`config.mk`:
```
export PLATFORM = sky130hd
export DESIGN_NAME = adder_tree_acc
export DESIGN_NICKNAME = d
export VERILOG_FILES = /design/src/rtl/adder_tree_acc.sv
export SDC_FILE = /design/constraint.sdc
export NUM_CORES = 1
export LEC_CHECK = 0
export BUFFER_PORTS_ARGS = -buffer_cell sky130_fd_sc_hd__buf_4
export CAP_MARGIN = 20
export CORE_MARGIN = 5
export CORE_UTILIZATION = 38
export CTS_CLUSTER_DIAMETER = 60
export CTS_CLUSTER_SIZE = 20
export DETAILED_ROUTE_END_ITERATION = 10
export PLACE_DENSITY_LB_ADDON = 0.05
export SETUP_SLACK_MARGIN = 0.5
export SYNTH_ARGS = -nofsm -noshare
export SYNTH_HDL_FRONTEND = slang
export SYNTH_SLANG_ARGS = --single-unit
```
`constraint.sdc`:
```
create_clock -name clk -period 6.1 [get_ports clk]
set_input_delay 0.305 -clock clk [delete_from_list [all_inputs] [get_ports clk]]
set_output_delay 0.305 -clock clk [all_outputs]
set_load 0.05 [all_outputs]
```
`src/rtl/adder_tree_acc.sv`:
```
// adder_tree_acc: registered-input signed adder tree feeding a saturating multi-beat group accumulator
module adder_tree_acc #(
  parameter int N_IN  = 9,
  parameter int IN_W  = 16,
  parameter int ACC_W = 32
) (
  input  logic                   clk,
  input  logic                   rstn,
  input  logic                   vld_i,
  input  logic                   last_i,
  input  logic [N_IN*IN_W-1:0]   mul_i,
  output logic [ACC_W-1:0]       sum_o,
  output logic                   vld_o,
  output logic                   ovf_o
);
  localparam int LVL = $clog2(N_IN);
  localparam int TW  = IN_W + LVL;
  genvar j, k;
  // level 0 is the input register; level j holds ceil(N_IN/2^j) nodes of IN_W+j bits
  for (j = 0; j <= LVL; j++) begin : g_lvl
    localparam int NJ = (N_IN + (1 << j) - 1) >> j;
    for (k = 0; k < NJ; k++) begin : g_node
      logic signed [IN_W+j-1:0] r_node;
      if (j == 0) begin : g_in
        always_ff @(posedge clk) r_node <= !rstn ? '0 : mul_i[k*IN_W +: IN_W];
      end else begin : g_add
        localparam int NP = (N_IN + (1 << (j - 1)) - 1) >> (j - 1);
        logic [IN_W+j-1:0] w_a, w_b;
        assign w_a = {g_lvl[j-1].g_node[2*k].r_node[IN_W+j-2], g_lvl[j-1].g_node[2*k].r_node};
        if (2*k+1 < NP) begin : g_pair
          assign w_b = {g_lvl[j-1].g_node[2*k+1].r_node[IN_W+j-2], g_lvl[j-1].g_node[2*k+1].r_node};
        end else begin : g_pass
          assign w_b = '0;
        end
        always_ff @(posedge clk) r_node <= !rstn ? '0 : w_a + w_b;
      end
    end
  end
  logic [TW-1:0] w_tree;
  assign w_tree = g_lvl[LVL].g_node[0].r_node;
  logic [LVL:0] r_vld, r_last;
  always_ff @(posedge clk) begin
    r_vld  <= !rstn ? '0 : {r_vld[LVL-1:0], vld_i};
    r_last <= !rstn ? '0 : {r_last[LVL-1:0], vld_i & last_i};
  end
  logic             w_tv, w_tl, w_sat;
  logic [ACC_W:0]   w_base, w_s;
  logic [ACC_W-1:0] w_clamp, r_acc;
  logic             r_ovf, r_first, r_vo;
  assign w_tv = r_vld[LVL];
  assign w_tl = r_last[LVL];
  // one extra bit is enough: a single tree sum never exceeds the accumulator range
  always_comb begin
    w_base  = r_first ? '0 : {r_acc[ACC_W-1], r_acc};
    w_s     = w_base + {{(ACC_W+1-TW){w_tree[TW-1]}}, w_tree};
    w_sat   = w_s[ACC_W] ^ w_s[ACC_W-1];
    w_clamp = !w_sat ? w_s[ACC_W-1:0] : w_s[ACC_W] ? {1'b1, {(ACC_W-1){1'b0}}} : {1'b0, {(ACC_W-1){1'b1}}};
  end
  always_ff @(posedge clk) begin
    if (!rstn) begin
      r_acc   <= '0;
      r_ovf   <= 1'b0;
      r_first <= 1'b1;
      r_vo    <= 1'b0;
    end else begin
      r_vo <= w_tv & w_tl;
      if (w_tv) begin
        r_acc   <= w_clamp;
        r_ovf   <= (!r_first & r_ovf) | w_sat;
        r_first <= w_tl;
      end
    end
  end
  assign sum_o = r_acc;
  assign ovf_o = r_ovf;
  assign vld_o = r_vo;
endmodule

```
== Word level (Yosys, flattened, before mapping) ==
Index checks and enable logic that the tools add are counted.
Word-level totals
  output and inout bits: 34
  logic and storage cells: 44
  flip-flop bits (word level): 380
  input port bits: 148
Operators by class
  bitwise logic cells: 5
  muxes and demuxes: 3
  reduce and logical (&&, ||, !) cells: 1
  $add $sub $neg: 9
Operators with widths (count)
  16-bit by 16-bit adder with 17-bit output: 4
  32-bit 2-to-1 mux: 2
  17-bit by 17-bit adder with 18-bit output: 2
  33-bit adder: 1
  33-bit 2-to-1 mux: 1
  19-bit by 16-bit adder with 20-bit output: 1
  18-bit by 18-bit adder with 19-bit output: 1
  1-bit AND: 3
  1-bit zero test: 1
  1-bit bitwise OR: 1
  1-bit bitwise XOR: 1

== Depth between registers and ports, before layout ==
Gate-level depths: netlist (run 1).
  depth in word-level cells: 4
  gate-level depth with buffers: 17
  depth with buffers taken out: 15

== Worst setup path before layout (run 1) ==
Ideal clock, no wire load.
  path type: register -> register
  start: reg r_acc[0] (netlist: sum_o[0])
  end: reg r_acc[10] (netlist: sum_o[10])
  setup slack: 2.491 ns
  clock period less this slack: 3.609 ns
  library setup time: 0.070 ns
  cell stages (with the launch flop): 17
  data arrival time: 3.539 ns
  buffers on the path: 1
  data required time: 6.030 ns
  path through: dfxtp_1 -> nor2b_1 -> ha_1 -> inv_1 -> fa_1 -> nor2b_1 -> o31a_1 -> o22a_2 -> a31oi_4 -> o21ai_4 -> a41oi_2 -> nor4_2 -> nor2_2 -> a2bb2oi_4 -> buf_6 -> maj3_2 -> a21oi_1
On the way
  word-level cells in the longest chain between the ends: 4
  elaborated cells between the ends (all ways): 5
  classes of those cells: add/sub (1); mux (3); bitwise (1)
Ends and longest elaborated chain
  start, declared: line 48  | logic [ACC_W-1:0] w_clamp, r_acc;
  start signal, assigned: line 68  | r_acc <= w_clamp;
  33-bit 2-to-1 mux *: line 54  | w_base = r_first ? '0 : {r_acc[ACC_W-1], r_acc};
  33-bit adder *: line 55  | w_s = w_base + {{(ACC_W+1-TW){w_tree[TW-1]}}, w_tree};
  32-bit 2-to-1 mux / 1-bit bitwise XOR (equally long branches): line 57, 56
  32-bit 2-to-1 mux *: line 57  | w_clamp = !w_sat ? w_s[ACC_W-1:0] : w_s[ACC_W] ? {1'b1, {(ACC_W-1){1'b0}}} : {1'b0, {(ACC_W-1){1'b1}}};
Every way passes the cells marked *; elsewhere a longest branch is shown, timed or not.
A chain may end at the register's enable or synchronous reset.

== Worst setup path in the final report (run 1) ==
  start: reg r_first
  end: reg r_acc[1] (netlist: sum_o[1])
On the way
  word-level cells in the longest chain between the ends: 4
  elaborated cells between the ends (all ways): 5
  classes of those cells: add/sub (1); mux (3); bitwise (1)
Ends and longest elaborated chain
  start, declared: line 49  | logic r_ovf, r_first, r_vo;
  start signal, assigned: line 70  | r_first <= w_tl;
  33-bit 2-to-1 mux *: line 54
  33-bit adder *: line 55
  32-bit 2-to-1 mux / 1-bit bitwise XOR (equally long branches): line 57, 56
  32-bit 2-to-1 mux *: line 57
Marked as above.

==> flow_summary.json, run 1 <==
{
  "status": "finished, final reports clean",
  "drt_iter0_markers": 479,
  "slew_viol_final": 0,
  "cts_sinks": 380,
  "grt_pass1_wl_microns": 61700,
  "min_path_cells": 2,
  "dp_slack_ns": 1.77,
  "finClkSkew_ns": 0.0251,
  "area_delta_synth_final_pct": 26.1,
  "syn_nets": 2140,
  "fin_ws_ns": 2.05,
  "crit_arrival_ns": 4.52,
  "synthTopCellsByArea": "dfxtp_1, ha_1, and2_1",
  "power.density_mw_per_mm2": 269,
  "grt_setup_unrepaired": "false",
  "cp_slowest_cell": "fa_1",
  "ys_ff_latch": 380,
  "synth.cell_area_sq_mm": 0.0179,
  "diodes": 0,
  "htreeDepth": 2,
  "grt_start_max_net_pins": 149,
  "die_x_microns": 227,
  "setup_viol": 0,
  "synth_top_area_cell": "dfxtp_1",
  "drc_errors": 0,
  "period_share": 0.664,
  "drive_gt1_frac": 0.141,
  "root_buffer": "clkbuf_16",
  "placementRows": 79,
  "critical_path_class": "reg2reg",
  "rr_endpoint": "sum_o[1]$_SDFFE_PN0P_",
  "avgSynthCellArea_sq_um": 9.85,
  "power_leakage_nw": 10.2,
  "fin_tns_setup_ns": 0,
  "core_area_sq_mm": 0.0466,
  "critPathLaunchType": "register",
  "hold_class": "in2reg",
  "vias": 12900,
  "whs_endpoint": "g_lvl[0].g_node[0].r_node[15]$_SDFF_PN0_",
  "nNetsFinal": 2445,
  "final_common_cell": "dfxtp_1",
  "crit_chain": "buf_4, nor2b_1, ha_1, inv_1, fa_1, nor2b_1, o31a_1, o22a_2, a31oi_4, o21ai_4, a41oi_2, nor4_2, nor2_2, a2bb2oi_4, buf_16, maj3_1, a21oi_1",
  "min_period_ns": 4.05,
  "tritoncts": "built",
  "io_buffers": 181,
  "viasPerCell": 4.67,
  "antenna_left": 0,
  "critPathCaptureType": "register",
  "grt_usage": 0.143,
  "cp.depth": 17,
  "r2r_cells": 17,
  "path_buf_inv": 3,
  "layout.cells.non_filler": 2756,
  "dp_hpwl_microns": 26700,
  "grt_pass1_vias": 13000,
  "timing.slew.headroom": 0.379,
  "synthArstFlopShare": 0,
  "yosys_most_used_dff": "dfxtp_1",
  "clk_pin_slew_ns": 0.07,
  "pin_count": 182,
  "clock_latency_ns": 0.54,
  "hold_viol_final": 0,
  "placed_cells": 2542,
  "dieArea_sq_mm": 0.0515,
  "r2r_start": "r_first$_SDFFE_PN1P_",
  "cts_buffers": 37,
  "hp-start": "mul_i[15]",
  "critPathMaxStageDelay_ns": 0.40,
  "clock_path_buffers": 3,
  "ys.warnings.count": 0,
  "fmax_ghz": 0.247,
  "synth.top_cell.area_share": 0.425,
  "cap_violations": 0,
  "dr.pass1.iters": 4,
  "crit_family": "compound AO/OA/AOI/OAI gates",
  "final_util": 0.485,
  "syn_inst": 1816,
  "synthDistinctLibCells": 76,
  "synth_edf_count": 0,
  "antenna_found_initial": 1,
  "post_cts_buffers": 0,
  "die_y_microns": 227,
  "required_ns": 6.57,
  "regToRegSetupSlack_ns": 2.05,
  "crit_top_cell": "nor2b_1",
  "drt-total-wl_microns": 37100,
  "worst_slew_pin_slew_ns": 0.931,
  "initial_core_util": 0.384,
  "ys_seq_area_frac": 0.425,
  "cp_max_fo": 33,
  "final_cell_mix": "dfxtp_1, and2_1, buf_4",
  "ir_drop_uv": 211,
  "wire_per_inst_microns": 13.4,
  "place_congestion": 0.832,
  "grt.overflow.total": 0
}
[worst max path at each step]
| stage | start | slack (ns) | endpoint |
|---|---|---|---|
| global route | r_first$_SDFFE_PN1P_ | 1.75 | sum_o[0]$_SDFFE_PN0P_ |
| finish | r_first$_SDFFE_PN1P_ | 2.05 | sum_o[1]$_SDFFE_PN0P_ |
| CTS | r_first$_SDFFE_PN1P_ | 1.73 | sum_o[6]$_SDFFE_PN0P_ |
| global placement | r_first$_SDFFE_PN1P_ | 1.80 | sum_o[19]$_SDFFE_PN0P_ |
| floorplan | sum_o[0]$_SDFFE_PN0P_ | 2.49 | sum_o[10]$_SDFFE_PN0P_ |
| detailed placement | r_first$_SDFFE_PN1P_ | 1.77 | sum_o[10]$_SDFFE_PN0P_ |
[what timing repair did]
action,in CTS,in global routing
gates resized for setup,0,0
endpoints found under the hold margin,145,0
endpoints found under the setup margin,0,0
hold buffers,145,0
[layout make-up]
cell class,instances,area (sq um)
flip-flops and latches,380,7610
fillers,4389,24000
inverters,68,255
well taps,607,759
clock buffers,43,1030
clock inverters,24,272
repair buffers,332,2910
multi-input cells,1302,9730
[layer usage]
metal / up-vias / wire, microns / track usage / part of all wire
met5: - / 0 / 0 / 0
met4: 0 / 751 / 0.0403 / 0.020
met3: 47 / 1290 / 0.0239 / 0.035
met2: 168 / 17700 / 0.248 / 0.48
met1: 5816 / 17300 / 0.185 / 0.47
li1: 6844 / - / - / -
[per-stage QoR]
stage | power, mW | hold WS (ns) | instance area [sq um]
floorplan | 3.43 | 0.412 | 17900
global placement | 3.67 | 0.418 | 19700
detailed placement | 3.68 | 0.419 | 19800
CTS | 6.20 | 0.112 | 22500
global route | 6.43 | 0.140 | 22600
finish | 6.08 | 0.148 | 22600
[flip-flops by register name, indices dropped and copies added (netlist names)]
name                 flops
g_lvl.g_node.r_node    335
ovf_o                    1
r_first                  1
r_last                   5
r_vld                    5
sum_o                   32
vld_o                    1
[Yosys cell counts (7+ instances only)]
library cell / instances
dfxtp_1: 380
and2_1: 304
ha_1: 167
a21oi_1: 114
o21ai_0: 93
nor2b_1: 84
xnor2_1: 72
inv_1: 68
clkbuf_1: 58
a21o_1: 47
nand2_1: 47
xor2_1: 46
nor2_1: 35
maj3_2: 26
and3_1: 23
nor3b_1: 23
nor3_1: 20
a31oi_1: 16
nand3_1: 16
nand2b_1: 14
o21bai_1: 11
o21a_1: 10
a21boi_0: 9
fa_1: 9
or3_1: 9
a211o_1: 8
a211oi_1: 7
nand4_1: 7
[kinds of logic (layout without fill, tap and decap cells)]
group / Yosys count / after routing / share of synthesized area
AO/OA/AOI/OAI: 373 / 373 / 0.137
XOR/XNOR: 119 / 119 / 0.0593
adder cells (fa/ha/maj): 206 / 206 / 0.146
buffers and inverters: 134 / 467 / 0.0307
flip-flops: 380 / 380 / 0.425
multiplexers: 3 / 3 / 0.00168
AND/OR/NAND/NOR: 601 / 601 / 0.200
[where the power goes]
part	internal [mW]	switching [mW]	total [mW]
clock network	1.38	1.01	2.39
registers	2.66	0.0696	2.73
logic	0.512	0.448	0.960
total	4.55	1.53	6.08
Power figures use the tool's default switching activity.
==> run 2, diff against run 1 <==
==> constraint.sdc (replaced) <==
create_clock -name clk -period 4.1 [get_ports clk]
set_input_delay 0.205 -clock clk [delete_from_list [all_inputs] [get_ports clk]]
set_output_delay 0.205 -clock clk [all_outputs]
set_load 0.05 [all_outputs]
==> run 2 against run 1 <==
Via count is 1.4% higher. Hold slack better by 0.20 ns. Design area grew 2.3%. Critical path depth up 1. Register-to-register slack worse by 1.5 ns. Die area is the same. Clock power increased by 51%. Sequential share of layout area fell by 0.74 points. Critical endpoint is now sum_o[28]$_SDFFE_PN0P_.
==> flow_summary.json, run 2 (synthesized netlist as in run 1, its figures left out) <==
{
  "pin_count": 182,
  "cts_buffers": 38,
  "whs_endpoint": "g_lvl[1].g_node[3].r_node[16]$_SDFF_PN0_",
  "required_ns": 4.57,
  "critPathMaxStageDelay_ns": 0.37,
  "cts_sinks": 380,
  "grt_pass1_vias": 13200,
  "timing.slew.headroom": 0.436,
  "crit_chain": "buf_12, nor2b_4, ha_4, inv_2, fa_2, nor2b_4, o31a_1, o22a_2, a31oi_4, o21ai_4, a41oi_2, nor4_2, nor2_2, buf_6, a2bb2oi_4, clkbuf_16, maj3_2, a21oi_1",
  "viasPerCell": 4.69,
  "r2r_cells": 18,
  "crit_arrival_ns": 4.06,
  "drt-total-wl_microns": 38800,
  "clock_latency_ns": 0.54,
  "cap_violations": 0,
  "antenna_left": 0,
  "root_buffer": "clkbuf_16",
  "largest_reg_flops": 335,
  "hold_viol_final": 0,
  "grt.overflow.total": 0,
  "hold_class": "in2reg",
  "htreeDepth": 2,
  "grt_usage": 0.149,
  "final_area_sq_mm": 0.0231,
  "place_congestion": 0.828,
  "ir_drop_uv": 328,
  "critPathCaptureType": "register",
  "power_leakage_nw": 10.4,
  "initial_core_util": 0.384,
  "grt_setup_unrepaired": "true",
  "placed_area_sq_mm": 0.0198,
  "placementRows": 79,
  "critical_path_class": "reg2reg",
  "finClkSkew_ns": 0.0138,
  "tritoncts": "built",
  "grt_pass1_wl_microns": 63700,
  "hp-start": "rstn",
  "period_share": 0.877,
  "status": "finished, final reports clean",
  "setup_viol": 0,
  "drt_iter0_markers": 495,
  "fmax_ghz": 0.278,
  "placed_cells": 2547,
  "fin_tns_setup_ns": 0,
  "area_delta_synth_final_pct": 29.0,
  "min_period_ns": 3.59,
  "p_total_mw": 9.16,
  "wire_per_inst_microns": 13.9,
  "core_area_sq_mm": 0.0466,
  "layout.cells.non_filler": 2784,
  "io_buffers": 181,
  "clk_pin_slew_ns": 0.07,
  "min_path_cells": 2,
  "grt_start_max_net_pins": 144,
  "path_buf_inv": 4,
  "slew_viol_final": 0,
  "diodes": 0,
  "die_y_microns": 227,
  "clock_path_buffers": 3,
  "multiInputGateArea_sq_mm": 0.00991,
  "rr_endpoint": "sum_o[28]$_SDFFE_PN0P_",
  "drive_gt1_frac": 0.168,
  "final_common_cell": "dfxtp_1",
  "top_register": "g_lvl.g_node.r_node",
  "drc_errors": 0,
  "dp_hpwl_microns": 27100,
  "dr.pass1.iters": 6,
  "dieArea_sq_mm": 0.0515,
  "cp_slowest_cell": "nor4_2",
  "nNetsFinal": 2474,
  "antenna_found_initial": 1,
  "regToRegSetupSlack_ns": 0.51,
  "crit_top_cell": "nor2b_4",
  "cp_max_fo": 8,
  "final_cell_mix": "dfxtp_1, and2_1, buf_4",
  "critPathLaunchType": "register",
  "worst_hold_slack_ns": 0.347,
  "ff_latch_area_sq_mm": 0.00761,
  "fillers": 4333,
  "power.density_mw_per_mm2": 397,
  "vias": 13100,
  "die_x_microns": 227,
  "crit_family": "compound AO/OA/AOI/OAI gates",
  "r2r_start": "r_first$_SDFFE_PN1P_",
  "worst_slew_pin_slew_ns": 0.837
}
-- run 2: cell count changes in the layout (fill, tap and decap cells not counted), sizes merged --
cell         delta
buf            +23
a2bb2oi         +1
dlygate4sd3     +1
clkinvlp        -3
bufinv          -1
clkbuf          +5
bufbuf          +1
inv             +1
-- run 2: layout make-up --
| cell class | instances | area share |
|---|---|---|
| multi-input cells | 1303 | 0.430 |
| flip-flops and latches | 380 | 0.330 |
| repair buffers | 359 | 0.139 |
| clock buffers | 46 | 0.0466 |
| well taps | 607 | 0.0329 |
| inverters | 68 | 0.0111 |
| clock inverters | 21 | 0.0105 |
-- run 2: worst max path at each step --
stage | cells past startpoint | slack, ns | start | to
global placement | 14 | 0.002 | r_first$_SDFFE_PN1P_ | sum_o[6]$_SDFFE_PN0P_
finish | 18 | 0.51 | r_first$_SDFFE_PN1P_ | sum_o[28]$_SDFFE_PN0P_
global route | 18 | 0.34 | r_first$_SDFFE_PN1P_ | sum_o[2]$_SDFFE_PN0P_
floorplan | 15 | 0.61 | sum_o[1]$_SDFFE_PN0P_ | sum_o[0]$_SDFFE_PN0P_
CTS | 17 | 0.51 | r_first$_SDFFE_PN1P_ | sum_o[15]$_SDFFE_PN0P_
detailed placement | 14 | -0.04 | r_first$_SDFFE_PN1P_ | sum_o[9]$_SDFFE_PN0P_
-- run 2: timing repair --
item / in CTS / in global routing
endpoints found under the hold margin: 146 / 0
gates cloned: 4 / 1
buffers inserted: 15 / 4
resized for setup: 14 / 37
pin swaps: 15 / 36
setup endpoints to repair: 33 / 33
hold buffers: 146 / 0
-- run 2: per-stage QoR --
| step | util | setup slack [ns] |
|---|---|---|
| after floorplan | - | 0.609 |
| after global placement | 0.425 | 0.00189 |
| after detailed placement | 0.425 | -0.0447 |
| after CTS | 0.492 | 0.510 |
| after global routing | 0.496 | 0.341 |
| final | 0.496 | 0.505 |
-- run 2: routing by layer --
metal | vias up | global-route usage | share of wire
li1 | 6904 | - | -
met1 | 5877 | 0.189 | 0.46
met2 | 200 | 0.260 | 0.48
met3 | 78 | 0.0227 | 0.035
met4 | 0 | 0.0532 | 0.031
met5 | - | 0 | 0
-- run 2: worst reg2reg max path, cell delays in order, from the launching register on --
cell,delay (ns)
dfxtp_4,0.35
buf_12,0.14
nor2b_4,0.12
ha_4,0.14
inv_2,0.03
fa_2,0.36
nor2b_4,0.12
o31a_1,0.18
o22a_2,0.22
a31oi_4,0.11
o21ai_4,0.16
a41oi_2,0.17
nor4_2,0.37
nor2_2,0.12
buf_6,0.14
a2bb2oi_4,0.17
clkbuf_16,0.21
maj3_2,0.29
a21oi_1,0.13
-- run 2: power breakdown --
group          total (mW)  switching [mW]  internal, mW
sequential           4.07           0.107          3.96
combinational        1.49           0.694         0.797
clock                3.60            1.55          2.06
total                9.16            2.35          6.81
